`src/rtl/lsc_uart_cmd_bridge_pkg.sv`:
```
// Shared constants for the UART command bridge: host protocol bytes,
// FSM state encoding and a saturating counter helper.
package lsc_uart_cmd_bridge_pkg;

    localparam logic [7:0] CMD_WR   = 8'h57;
    localparam logic [7:0] CMD_RD   = 8'h52;
    localparam logic [7:0] RSP_OK   = 8'h4B;
    localparam logic [7:0] RSP_DATA = 8'h44;
    localparam logic [7:0] RSP_ERR  = 8'h45;

    localparam logic [2:0] ST_IDLE_ENC     = 3'd0;
    localparam logic [2:0] ST_GET_ADDR_ENC = 3'd1;
    localparam logic [2:0] ST_GET_DATA_ENC = 3'd2;
    localparam logic [2:0] ST_WRITE_ENC    = 3'd3;
    localparam logic [2:0] ST_READ_ENC     = 3'd4;
    localparam logic [2:0] ST_RD_WAIT_ENC  = 3'd5;
    localparam logic [2:0] ST_RESP_ENC     = 3'd6;

    typedef enum logic [2:0] {
        ST_IDLE     = ST_IDLE_ENC,
        ST_GET_ADDR = ST_GET_ADDR_ENC,
        ST_GET_DATA = ST_GET_DATA_ENC,
        ST_WRITE    = ST_WRITE_ENC,
        ST_READ     = ST_READ_ENC,
        ST_RD_WAIT  = ST_RD_WAIT_ENC,
        ST_RESP     = ST_RESP_ENC
    } state_e;

    function automatic logic [7:0] sat_inc8(input logic [7:0] v);
        return (v == 8'hFF) ? 8'hFF : (v + 8'd1);
    endfunction

endpackage

```
`src/rtl/lsc_uart_cmd_bridge.sv`:
```
// Byte-stream command parser: decodes 'W'/'R' host commands into single-cycle
// register strobes and returns 'K', 'D'+data or 'E' on the UART transmit side.
module lsc_uart_cmd_bridge
    import lsc_uart_cmd_bridge_pkg::*;
#(
    parameter logic [23:0] IDLE_TIMEOUT = 24'd1000000,
    parameter logic [7:0]  RD_TIMEOUT   = 8'd64
) (
    input  logic       clk,
    input  logic       resetn,
    input  logic [7:0] i_rx_data,
    input  logic       i_rx_valid,
    output logic [7:0] o_tx_data,
    output logic       o_tx_valid,
    input  logic       i_tx_ready,
    output logic [7:0] o_reg_addr,
    output logic [7:0] o_reg_wdata,
    output logic       o_reg_we,
    output logic       o_reg_re,
    input  logic [7:0] i_reg_rdata,
    input  logic       i_reg_rvalid,
    output logic       o_busy,
    output logic [7:0] o_err_cnt
);

    state_e      r_state;
    logic        r_is_rd;
    logic [7:0]  r_reg_addr;
    logic [7:0]  r_reg_wdata;
    logic        r_reg_we;
    logic        r_reg_re;
    logic [7:0]  r_tx_data;
    logic [7:0]  r_tx_next;
    logic        r_tx_left;
    logic        r_rd_hit;
    logic [23:0] r_to_cnt;
    logic [7:0]  r_rd_cnt;
    logic [7:0]  r_err_cnt;
    logic        r_busy;

    state_e      w_state_nxt;
    logic        w_is_rd_nxt;
    logic [7:0]  w_addr_nxt;
    logic [7:0]  w_wdata_nxt;
    logic [7:0]  w_tx_data_nxt;
    logic [7:0]  w_tx_next_nxt;
    logic        w_tx_left_nxt;
    logic        w_rd_hit_nxt;
    logic [23:0] w_to_cnt_nxt;
    logic [7:0]  w_rd_cnt_nxt;
    logic        w_err;
    logic        w_drop;

    // Next-state, buffer and counter logic; errors of one cycle collapse into a single increment
    always_comb begin
        w_state_nxt   = r_state;
        w_is_rd_nxt   = r_is_rd;
        w_addr_nxt    = r_reg_addr;
        w_wdata_nxt   = r_reg_wdata;
        w_tx_data_nxt = r_tx_data;
        w_tx_next_nxt = r_tx_next;
        w_tx_left_nxt = r_tx_left;
        w_rd_hit_nxt  = r_rd_hit;
        w_to_cnt_nxt  = r_to_cnt;
        w_rd_cnt_nxt  = r_rd_cnt;
        w_err         = 1'b0;
        w_drop        = 1'b0;
        case (r_state)
            ST_IDLE: begin
                w_to_cnt_nxt = 24'd0;
                if (i_rx_valid) begin
                    if ((i_rx_data == CMD_WR) || (i_rx_data == CMD_RD)) begin
                        w_is_rd_nxt = (i_rx_data == CMD_RD);
                        w_state_nxt = ST_GET_ADDR;
                    end else begin
                        w_tx_data_nxt = RSP_ERR;
                        w_tx_left_nxt = 1'b0;
                        w_err         = 1'b1;
                        w_state_nxt   = ST_RESP;
                    end
                end else begin
                    w_state_nxt = ST_IDLE;
                end
            end
            ST_GET_ADDR: begin
                if (i_rx_valid) begin
                    w_addr_nxt   = i_rx_data;
                    w_to_cnt_nxt = 24'd0;
                    w_state_nxt  = r_is_rd ? ST_READ : ST_GET_DATA;
                end else if (r_to_cnt == (IDLE_TIMEOUT - 24'd1)) begin
                    w_err        = 1'b1;
                    w_to_cnt_nxt = 24'd0;
                    w_state_nxt  = ST_IDLE;
                end else begin
                    w_to_cnt_nxt = r_to_cnt + 24'd1;
                end
            end
            ST_GET_DATA: begin
                if (i_rx_valid) begin
                    w_wdata_nxt  = i_rx_data;
                    w_to_cnt_nxt = 24'd0;
                    w_state_nxt  = ST_WRITE;
                end else if (r_to_cnt == (IDLE_TIMEOUT - 24'd1)) begin
                    w_err        = 1'b1;
                    w_to_cnt_nxt = 24'd0;
                    w_state_nxt  = ST_IDLE;
                end else begin
                    w_to_cnt_nxt = r_to_cnt + 24'd1;
                end
            end
            ST_WRITE: begin
                w_drop        = i_rx_valid;
                w_tx_data_nxt = RSP_OK;
                w_tx_left_nxt = 1'b0;
                w_state_nxt   = ST_RESP;
            end
            ST_READ: begin
                // Read data may already be returned alongside the strobe itself.
                w_drop       = i_rx_valid;
                w_rd_cnt_nxt = 8'd1;
                w_rd_hit_nxt = i_reg_rvalid;
                if (i_reg_rvalid) begin
                    w_tx_data_nxt = RSP_DATA;
                    w_tx_next_nxt = i_reg_rdata;
                    w_tx_left_nxt = 1'b1;
                end else begin
                    w_tx_left_nxt = r_tx_left;
                end
                w_state_nxt = ST_RD_WAIT;
            end
            ST_RD_WAIT: begin
                w_drop = i_rx_valid;
                if (r_rd_hit) begin
                    w_state_nxt = ST_RESP;
                end else if (i_reg_rvalid) begin
                    w_tx_data_nxt = RSP_DATA;
                    w_tx_next_nxt = i_reg_rdata;
                    w_tx_left_nxt = 1'b1;
                    w_state_nxt   = ST_RESP;
                end else if (r_rd_cnt >= RD_TIMEOUT) begin
                    w_tx_data_nxt = RSP_ERR;
                    w_tx_left_nxt = 1'b0;
                    w_err         = 1'b1;
                    w_state_nxt   = ST_RESP;
                end else begin
                    w_rd_cnt_nxt = r_rd_cnt + 8'd1;
                end
            end
            ST_RESP: begin
                w_drop = i_rx_valid;
                if (i_tx_ready) begin
                    if (r_tx_left) begin
                        w_tx_data_nxt = r_tx_next;
                        w_tx_left_nxt = 1'b0;
                    end else begin
                        w_state_nxt = ST_IDLE;
                    end
                end else begin
                    w_state_nxt = ST_RESP;
                end
            end
            default: begin
                w_state_nxt = ST_IDLE;
            end
        endcase
    end

    // State, datapath and output registers
    always_ff @(posedge clk or negedge resetn) begin
        if (!resetn) begin
            r_state     <= ST_IDLE;
            r_is_rd     <= 1'b0;
            r_reg_addr  <= 8'd0;
            r_reg_wdata <= 8'd0;
            r_reg_we    <= 1'b0;
            r_reg_re    <= 1'b0;
            r_tx_data   <= 8'd0;
            r_tx_next   <= 8'd0;
            r_tx_left   <= 1'b0;
            r_rd_hit    <= 1'b0;
            r_to_cnt    <= 24'd0;
            r_rd_cnt    <= 8'd0;
            r_err_cnt   <= 8'd0;
            r_busy      <= 1'b0;
        end else begin
            r_state     <= w_state_nxt;
            r_is_rd     <= w_is_rd_nxt;
            r_reg_addr  <= w_addr_nxt;
            r_reg_wdata <= w_wdata_nxt;
            r_reg_we    <= (w_state_nxt == ST_WRITE);
            r_reg_re    <= (w_state_nxt == ST_READ);
            r_tx_data   <= w_tx_data_nxt;
            r_tx_next   <= w_tx_next_nxt;
            r_tx_left   <= w_tx_left_nxt;
            r_rd_hit    <= w_rd_hit_nxt;
            r_to_cnt    <= w_to_cnt_nxt;
            r_rd_cnt    <= w_rd_cnt_nxt;
            r_err_cnt   <= (w_err || w_drop) ? sat_inc8(r_err_cnt) : r_err_cnt;
            r_busy      <= (w_state_nxt != ST_IDLE);
        end
    end

    // The transmit strobe must coincide with the cycle the UART can take the byte.
    assign o_tx_valid  = (r_state == ST_RESP) && i_tx_ready;
    assign o_tx_data   = r_tx_data;
    assign o_reg_addr  = r_reg_addr;
    assign o_reg_wdata = r_reg_wdata;
    assign o_reg_we    = r_reg_we;
    assign o_reg_re    = r_reg_re;
    assign o_busy      = r_busy;
    assign o_err_cnt   = r_err_cnt;

endmodule

```
`config.mk`:
```
export PLATFORM = sky130hd
export DESIGN_NAME = lsc_uart_cmd_bridge
export DESIGN_NICKNAME = d
export VERILOG_FILES = /design/src/rtl/lsc_uart_cmd_bridge_pkg.sv /design/src/rtl/lsc_uart_cmd_bridge.sv
export SDC_FILE = /design/constraint.sdc
export NUM_CORES = 1
export LEC_CHECK = 0
export CELL_PAD_IN_SITES_DETAIL_PLACEMENT = 1
export CELL_PAD_IN_SITES_GLOBAL_PLACEMENT = 2
export CORE_MARGIN = 2
export CORE_UTILIZATION = 38
export CTS_CLUSTER_SIZE = 8
export DETAILED_ROUTE_END_ITERATION = 10
export PLACE_DENSITY = 0.86
export SLEW_MARGIN = 5
export SYNTH_ARGS = -nofsm -noshare
export SYNTH_HDL_FRONTEND = slang
export SYNTH_SLANG_ARGS = --single-unit
export TNS_END_PERCENT = 50
```
`constraint.sdc`:
```
create_clock -name clk -period 4 [get_ports clk]
set_clock_uncertainty 0.2 [all_clocks]
set_input_delay 0.8 -clock clk [delete_from_list [all_inputs] [get_ports clk]]
set_output_delay 0.8 -clock clk [all_outputs]
set_load 0.01 [all_outputs]
```
==> metrics, run 1 <==
status=finished clean; total track usage=18.3%; Die H=109 µm; routed wire length per instance=16.9 µm; post-CTS setup buffer count=0; Worst Setup Path Type=in -> reg; deepest clock path buffer count=2; antenna viol nets, final=0; Async SR Flop Fraction=100%; Setup-failing EPs final=0; number of DRC markers in iteration 0=82; total power divided by cell area=657 nW/µm²; drt first pass iters=4; TritonCTS clock tree=built; CTS Buf Count=9; fin crit share=77.6%; CP required=4.02 ns; die area=11900 µm²; area grow syn2layout=20.9%; YS warnings=0; largest net degree at the start of global routing=82; Post-synth top flop=dfrtp_1; first-pass GRT wire length=17100 µm; fin area=5060 µm²; Critical R2R Capture=o_err_cnt[3]; sw frac=38.2%; met2 WL=4820 µm; CTS clk-pin slew, worst paths=0.09 ns; Skew-Pair Late Insertion Delay=0.35 ns; final hold violation count=0; fraction of layout cells with a size suffix above 1=16.0%; Post-synth EDFFs=0; io pins=57; DRC viols=0; DR top layer=met4; Net count, final=475; core area=10800 µm²; minimum clock period=3.10 ns; Fillers=1190; post-route total power=3.32 mW; placed inst area=4880 µm²; register area share after synthesis=48.5%; Setup Slack @ Placement=0.557 ns; r2r startpoint=r_state[1]; unrepaired setup endpoints after global routing=false; final WL=10100 µm; DR vias/cell=5.36; number of synthesized register bits=81; syn_nets=417; IO Port Bufs=56; Met1 Wirelength=4770 µm; post-layout util=46.9%; CTS sink cnt=81; post-CTS sizing=0; Syn Inst Count=393; Worst slew margin=29.7%; Avg Cell Area, Syn=10.6 µm²; Peak VDD IR=333 µV; initial antenna violation count=0; Clk pwr share=16.6%; FF-to-FF setup slack=1.20 ns; Starting Density=38.8%; P_leak=2.15 nW; Unique masters post-synth=57; final setup margin=0.896 ns; crit path to=o_err_cnt[3]; setup TNS=0 ns; Crit. End Element=flip-flop; hold_buf cts=0; data arrival time of the critical path=3.12 ns; post-DP HPWL=7130 µm; total net switching power=1.27 mW; GPL Wtd Cong=0.772; FP Rows=38; Int Power=2.06 mW; Max-Cap Viols=0; Comb power frac=45.2%; H-tree lvl count=3; Worst Hold Class=reg -> reg; max-slew violation count=0; crit-path max FO=7; worst-margin pin slew=1.05 ns; Post-Syn Area=4180 µm²; via count=3194; Worst setup SP type=input pin; Die W=109 µm; root buf cell=clkbuf_8; Antenna diodes=0; critical path startpoint=i_rx_data[5]; sequential power share=38.2%; Fmax=322 MHz; Worst Reg2Reg Path Length in Cells=6; gr ovfl total=0; vias in the first global route=3347; met3 WL=369 µm
==> critical path, cell delays in order <==
cell and delay [ns]:
clkdlybuf4s50_1 0.44, nand4bb_1 0.24, nor3_1 0.54, a211oi_1 0.36, o311ai_1 0.38, mux2_1 0.37
==> cell usage in the layout (no fill, tap or decap), types with 3 or more instances in the layout <==
| cell | count |
|---|---|
| nand2b_1 | 9 |
| ha_1 | 3 |
| nand3_1 | 16 |
| inv_1 | 8 |
| a21oi_1 | 12 |
| nand4_1 | 9 |
| dfrtp_1 | 81 |
| mux2_1 | 4 |
| clkbuf_8 | 9 |
| xnor2_1 | 6 |
| and2_1 | 4 |
| o31ai_1 | 6 |
| nand2_1 | 28 |
| nor2b_1 | 9 |
| clkdlybuf4s50_1 | 55 |
| a21o_1 | 4 |
| xor2_1 | 12 |
| o21ai_0 | 17 |
| mux2_2 | 35 |
| nor2_1 | 36 |
| and3_1 | 16 |
| clkinvlp_4 | 3 |
| nor3_1 | 8 |
| a31oi_1 | 7 |
| buf_4 | 6 |
| o311ai_1 | 3 |
| mux2i_1 | 3 |
| a22o_1 | 3 |
==> area by class of cell <==
class / count / area (µm²) / share of cell area (%)
Clock buffer: 9 / 124 / 2.45
Tap cell: 140 / 175 / 3.46
Inverter: 8 / 30.0 / 0.594
Multi-Input combinational cell: 290 / 2050 / 40.6
Clock inverter: 7 / 53.8 / 1.06
Timing Repair Buffer: 61 / 596 / 11.8
Sequential cell: 81 / 2030 / 40.1
==> logic make-up (layout without fill, tap and decap cells) <==
logic type / count (synthesis) / count (layout) / synth area share [%]
AOI/OAI and AO/OA: 68 / 68 / 11.9
xor gates and xnor gates: 18 / 18 / 3.77
adders and majority gates: 3 / 3 / 0.897
buffers and inverters: 22 / 85 / 2.45
DFF: 81 / 81 / 48.5
muxes: 42 / 42 / 11.2
and+or+nand+nor: 159 / 159 / 21.3
==> cell usage after synthesis (all sizes together) (9+ instances only) <==
cell type | count | share of area, %
a21oi | 13 | 1.6
and3 | 16 | 2.4
buf | 11 | 1.5
dfrtp | 81 | 48
mux2 | 39 | 10
nand2 | 28 | 2.5
nand2b | 9 | 1.3
nand3 | 16 | 1.9
nand4 | 10 | 1.6
nor2 | 36 | 3.2
nor2b | 9 | 1.3
nor3 | 10 | 1.4
o21ai | 17 | 2.0
xor2 | 12 | 2.5
==> worst min path at each step <==
| stage | startpoint | end | slack, ns | cells past startpoint |
|---|---|---|---|---|
| after detailed placement | r_tx_next[7] | r_tx_next[7] | 0.29 | 1 |
| after floorplan | r_tx_next[4] | r_tx_next[4] | 0.27 | 1 |
| after CTS | r_tx_next[7] | r_tx_next[7] | 0.31 | 1 |
| after global routing | r_tx_next[7] | r_tx_next[7] | 0.33 | 1 |
| after global placement | r_tx_next[7] | r_tx_next[7] | 0.29 | 1 |
| final | r_tx_next[7] | r_tx_next[7] | 0.31 | 1 |
==> power by group through the flow <==
stage	clock network [mW]	registers (mW)	logic (mW)
floorplan	0	1.30	0.877
global placement	0	1.27	1.47
detailed placement	0	1.28	1.52
CTS	0.581	1.27	1.53
global route	0.610	1.32	1.65
finish	0.553	1.27	1.50
==> per-stage QoR <==
step	cells	hold WS, ns
finish	596	0.313
global route	596	0.331
CTS	596	0.314
detailed placement	580	0.293
global placement	580	0.286
floorplan	393	0.271
==> sequential cells by signal, indices dropped and copies added (netlist names), 3 cells and up <==
name / cells
o_err_cnt: 8
o_reg_addr: 8
o_reg_wdata: 8
o_tx_data: 8
r_rd_cnt: 8
r_state: 3
r_to_cnt: 24
r_tx_next: 8
==> routing by layer <==
layer  global-route usage, %  vias up
met5                       0        -
met4                    5.86        0
met3                    4.00        9
met2                    29.0       53
met1                    24.8     1591
li1                        -     1541
(Power assumes the default switching activity.)
==> inputs of run 2 (changes only) <==
--- a/config.mk
+++ b/config.mk
@@ -8,10 +8,10 @@
 export CELL_PAD_IN_SITES_DETAIL_PLACEMENT = 1
 export CELL_PAD_IN_SITES_GLOBAL_PLACEMENT = 2
 export CORE_MARGIN = 2
-export CORE_UTILIZATION = 38
+export CORE_UTILIZATION = 36
 export CTS_CLUSTER_SIZE = 8
 export DETAILED_ROUTE_END_ITERATION = 10
-export PLACE_DENSITY = 0.86
+export PLACE_DENSITY = 0.82
 export SLEW_MARGIN = 5
 export SYNTH_ARGS = -nofsm -noshare
 export SYNTH_HDL_FRONTEND = slang
==> constraint.sdc (replaced) <==
create_clock -name clk -period 3.05 [get_ports clk]
set_clock_uncertainty 0.2 [all_clocks]
set_input_delay 0.61 -clock clk [delete_from_list [all_inputs] [get_ports clk]]
set_output_delay 0.61 -clock clk [all_outputs]
set_load 0.01 [all_outputs]
==> run 2 against run 1 <==
Highest routed layer unchanged. Total power grew 45%. Cell count grew 2.2%. Largest power group unchanged. Sequential power grew 35%.
==> metrics, run 2 (same netlist as run 1, synthesis figures left out) <==
status=finished clean; Antenna diodes=0; Comb power frac=41.5%; DRC viols=0; DR vias/cell=5.43; sequential power share=35.5%; met2 WL=5090 µm; Setup-failing EPs final=0; total net switching power=1.73 mW; root buf cell=clkbuf_16; post-DP HPWL=7620 µm; Top reg by flops=r_to_cnt; die area=12500 µm²; routed wire length per instance=17.4 µm; Net count, final=485; largest net degree at the start of global routing=42; Crit. End Element=flip-flop; CTS sink cnt=81; Largest register FFs=24; total track usage=18.1%; total power divided by cell area=916 nW/µm²; DR top layer=met4; largest stage delay on the critical path=0.51 ns; most frequent cells in the layout=dfrtp_1 (81), clkdlybuf4s50_1 (55), nor2_1 (36), mux2_2 (35), nand2_1 (28); max-slew violation count=0; fraction of layout cells with a size suffix above 1=17.8%; data arrival time of the critical path=2.84 ns; CP Cell Sequence=clkdlybuf4s50_1 > nand4bb_1 > nor3_1 > a211oi_1 > buf_4 > o311ai_1 > mux2_1; Worst Hold Class=in -> async; area grow syn2layout=26.2%; Max-Cap Viols=0; worst-margin pin slew=0.917 ns; most common cell after layout, fill and taps aside=dfrtp_1; CP Buf/Inv Count=2; sw frac=35.9%; Fillers=1266; CTS Buf Count=9; gr ovfl total=0; Non-Filler Instances=609; IO Port Bufs=56; minimum clock period=2.82 ns; TritonCTS clock tree=built; deepest clock path buffer count=2; final setup margin=0.233 ns; Worst slew margin=38.3%; Die W=112 µm; post-CTS setup buffer count=0; setup TNS=0 ns; CP required=3.07 ns; Peak VDD IR=447 µV; vias in the first global route=3549; Starting Density=36.8%; CP max-delay cell=clkdlybuf4s50_1; Placed Instances=593; Setup Slack @ Placement=-0.160 ns; FP Rows=39; post-CTS sizing=0; kind of cell adding the most delay to the critical path=buffers and inverters; number of DRC markers in iteration 0=140; via count=3304; Die H=112 µm; Worst Setup Path Type=in -> reg; GPL Wtd Cong=0.782; antenna viol nets, final=0; P_leak=2.26 nW; first-pass GRT wire length=18000 µm; Fmax=355 MHz; Multi-input gate area=2050 µm²; CTS clk-pin slew, worst paths=0.06 ns; Clk pwr share=23.0%; Worst setup SP type=input pin; post-route total power=4.83 mW; met3 WL=421 µm; io pins=57; Reg area=2030 µm²; drt first pass iters=4; final WL=10600 µm; core area=11400 µm²; initial antenna violation count=0; unrepaired setup endpoints after global routing=false; crit-path max FO=7; Skew-Pair Late Insertion Delay=0.34 ns; final hold violation count=0; hold_buf cts=0; fin crit share=92.4%; Int Power=3.10 mW; Met1 Wirelength=4890 µm; H-tree lvl count=3
run 2: cell types whose count changed in the layout (fill, tap and decap cells not counted):
cell / before / now
bufinv_16: 0 / 1
clkinv_4: 1 / 0
clkbuf_8: 9 / 1
buf_12: 0 / 1
inv_6: 2 / 1
clkbuf_16: 0 / 9
buf_4: 6 / 15
run 2: metal layers:
metal / vias up / GRT usage, %
met5: - / 0
met4: 0 / 8.15
met3: 16 / 4.25
met2: 55 / 28.9
met1: 1673 / 23.4
li1: 1560 / -
run 2: worst reg2reg max path: cells and delay by family, from the launching register on:
kind / cells / cell delay (ns)
flops: 1 / 0.46
compound gates: 3 / 1.29
simple gates: 2 / 0.61
run 2: final cells by class:
type                       count  area share, %
multi-input combinational    290           38.9
sequential                    81           38.4
tap                          143           3.39
timing repair buffer          71           12.9
clock buffer                  10           4.53
clock inverter                 6           1.26
inverter                       8          0.569
run 2: stage by stage:
stage	utilization, %	hold WS, ns	instance area, µm²
after floorplan	-	0.114	4180
after global placement	43.7	0.284	4970
after detailed placement	43.7	0.296	4970
after CTS	46.4	0.0740	5280
after global routing	46.4	0.108	5280
final	46.4	0.0633	5280
run 2: final timing paths:
check,startpoint,to,slack [ns],cells after the start
hold / removal,resetn,r_to_cnt[20],0.06,1
max in group asynchronous,resetn,r_state[0],1.97,2
setup / recovery,i_rx_data[4],o_err_cnt[5],0.23,7
hold reg to reg,r_tx_next[4],r_tx_next[4],0.30,1
min in group clk,r_tx_next[4],r_tx_next[4],0.30,1
setup reg to reg,r_to_cnt[13],r_to_cnt[14],0.39,5
run 2: power groups by stage:
stage          Sequential [mW]  Combinational (mW)  Clock, mW
6_report                  1.72                2.01       1.11
5_1_grt                   1.78                2.21       1.18
4_1_cts                   1.72                2.04       1.14
3_5_place_dp              1.73                2.01          0
3_3_place_gp              1.71                1.95          0
2_1_floorplan             1.70                1.15          0
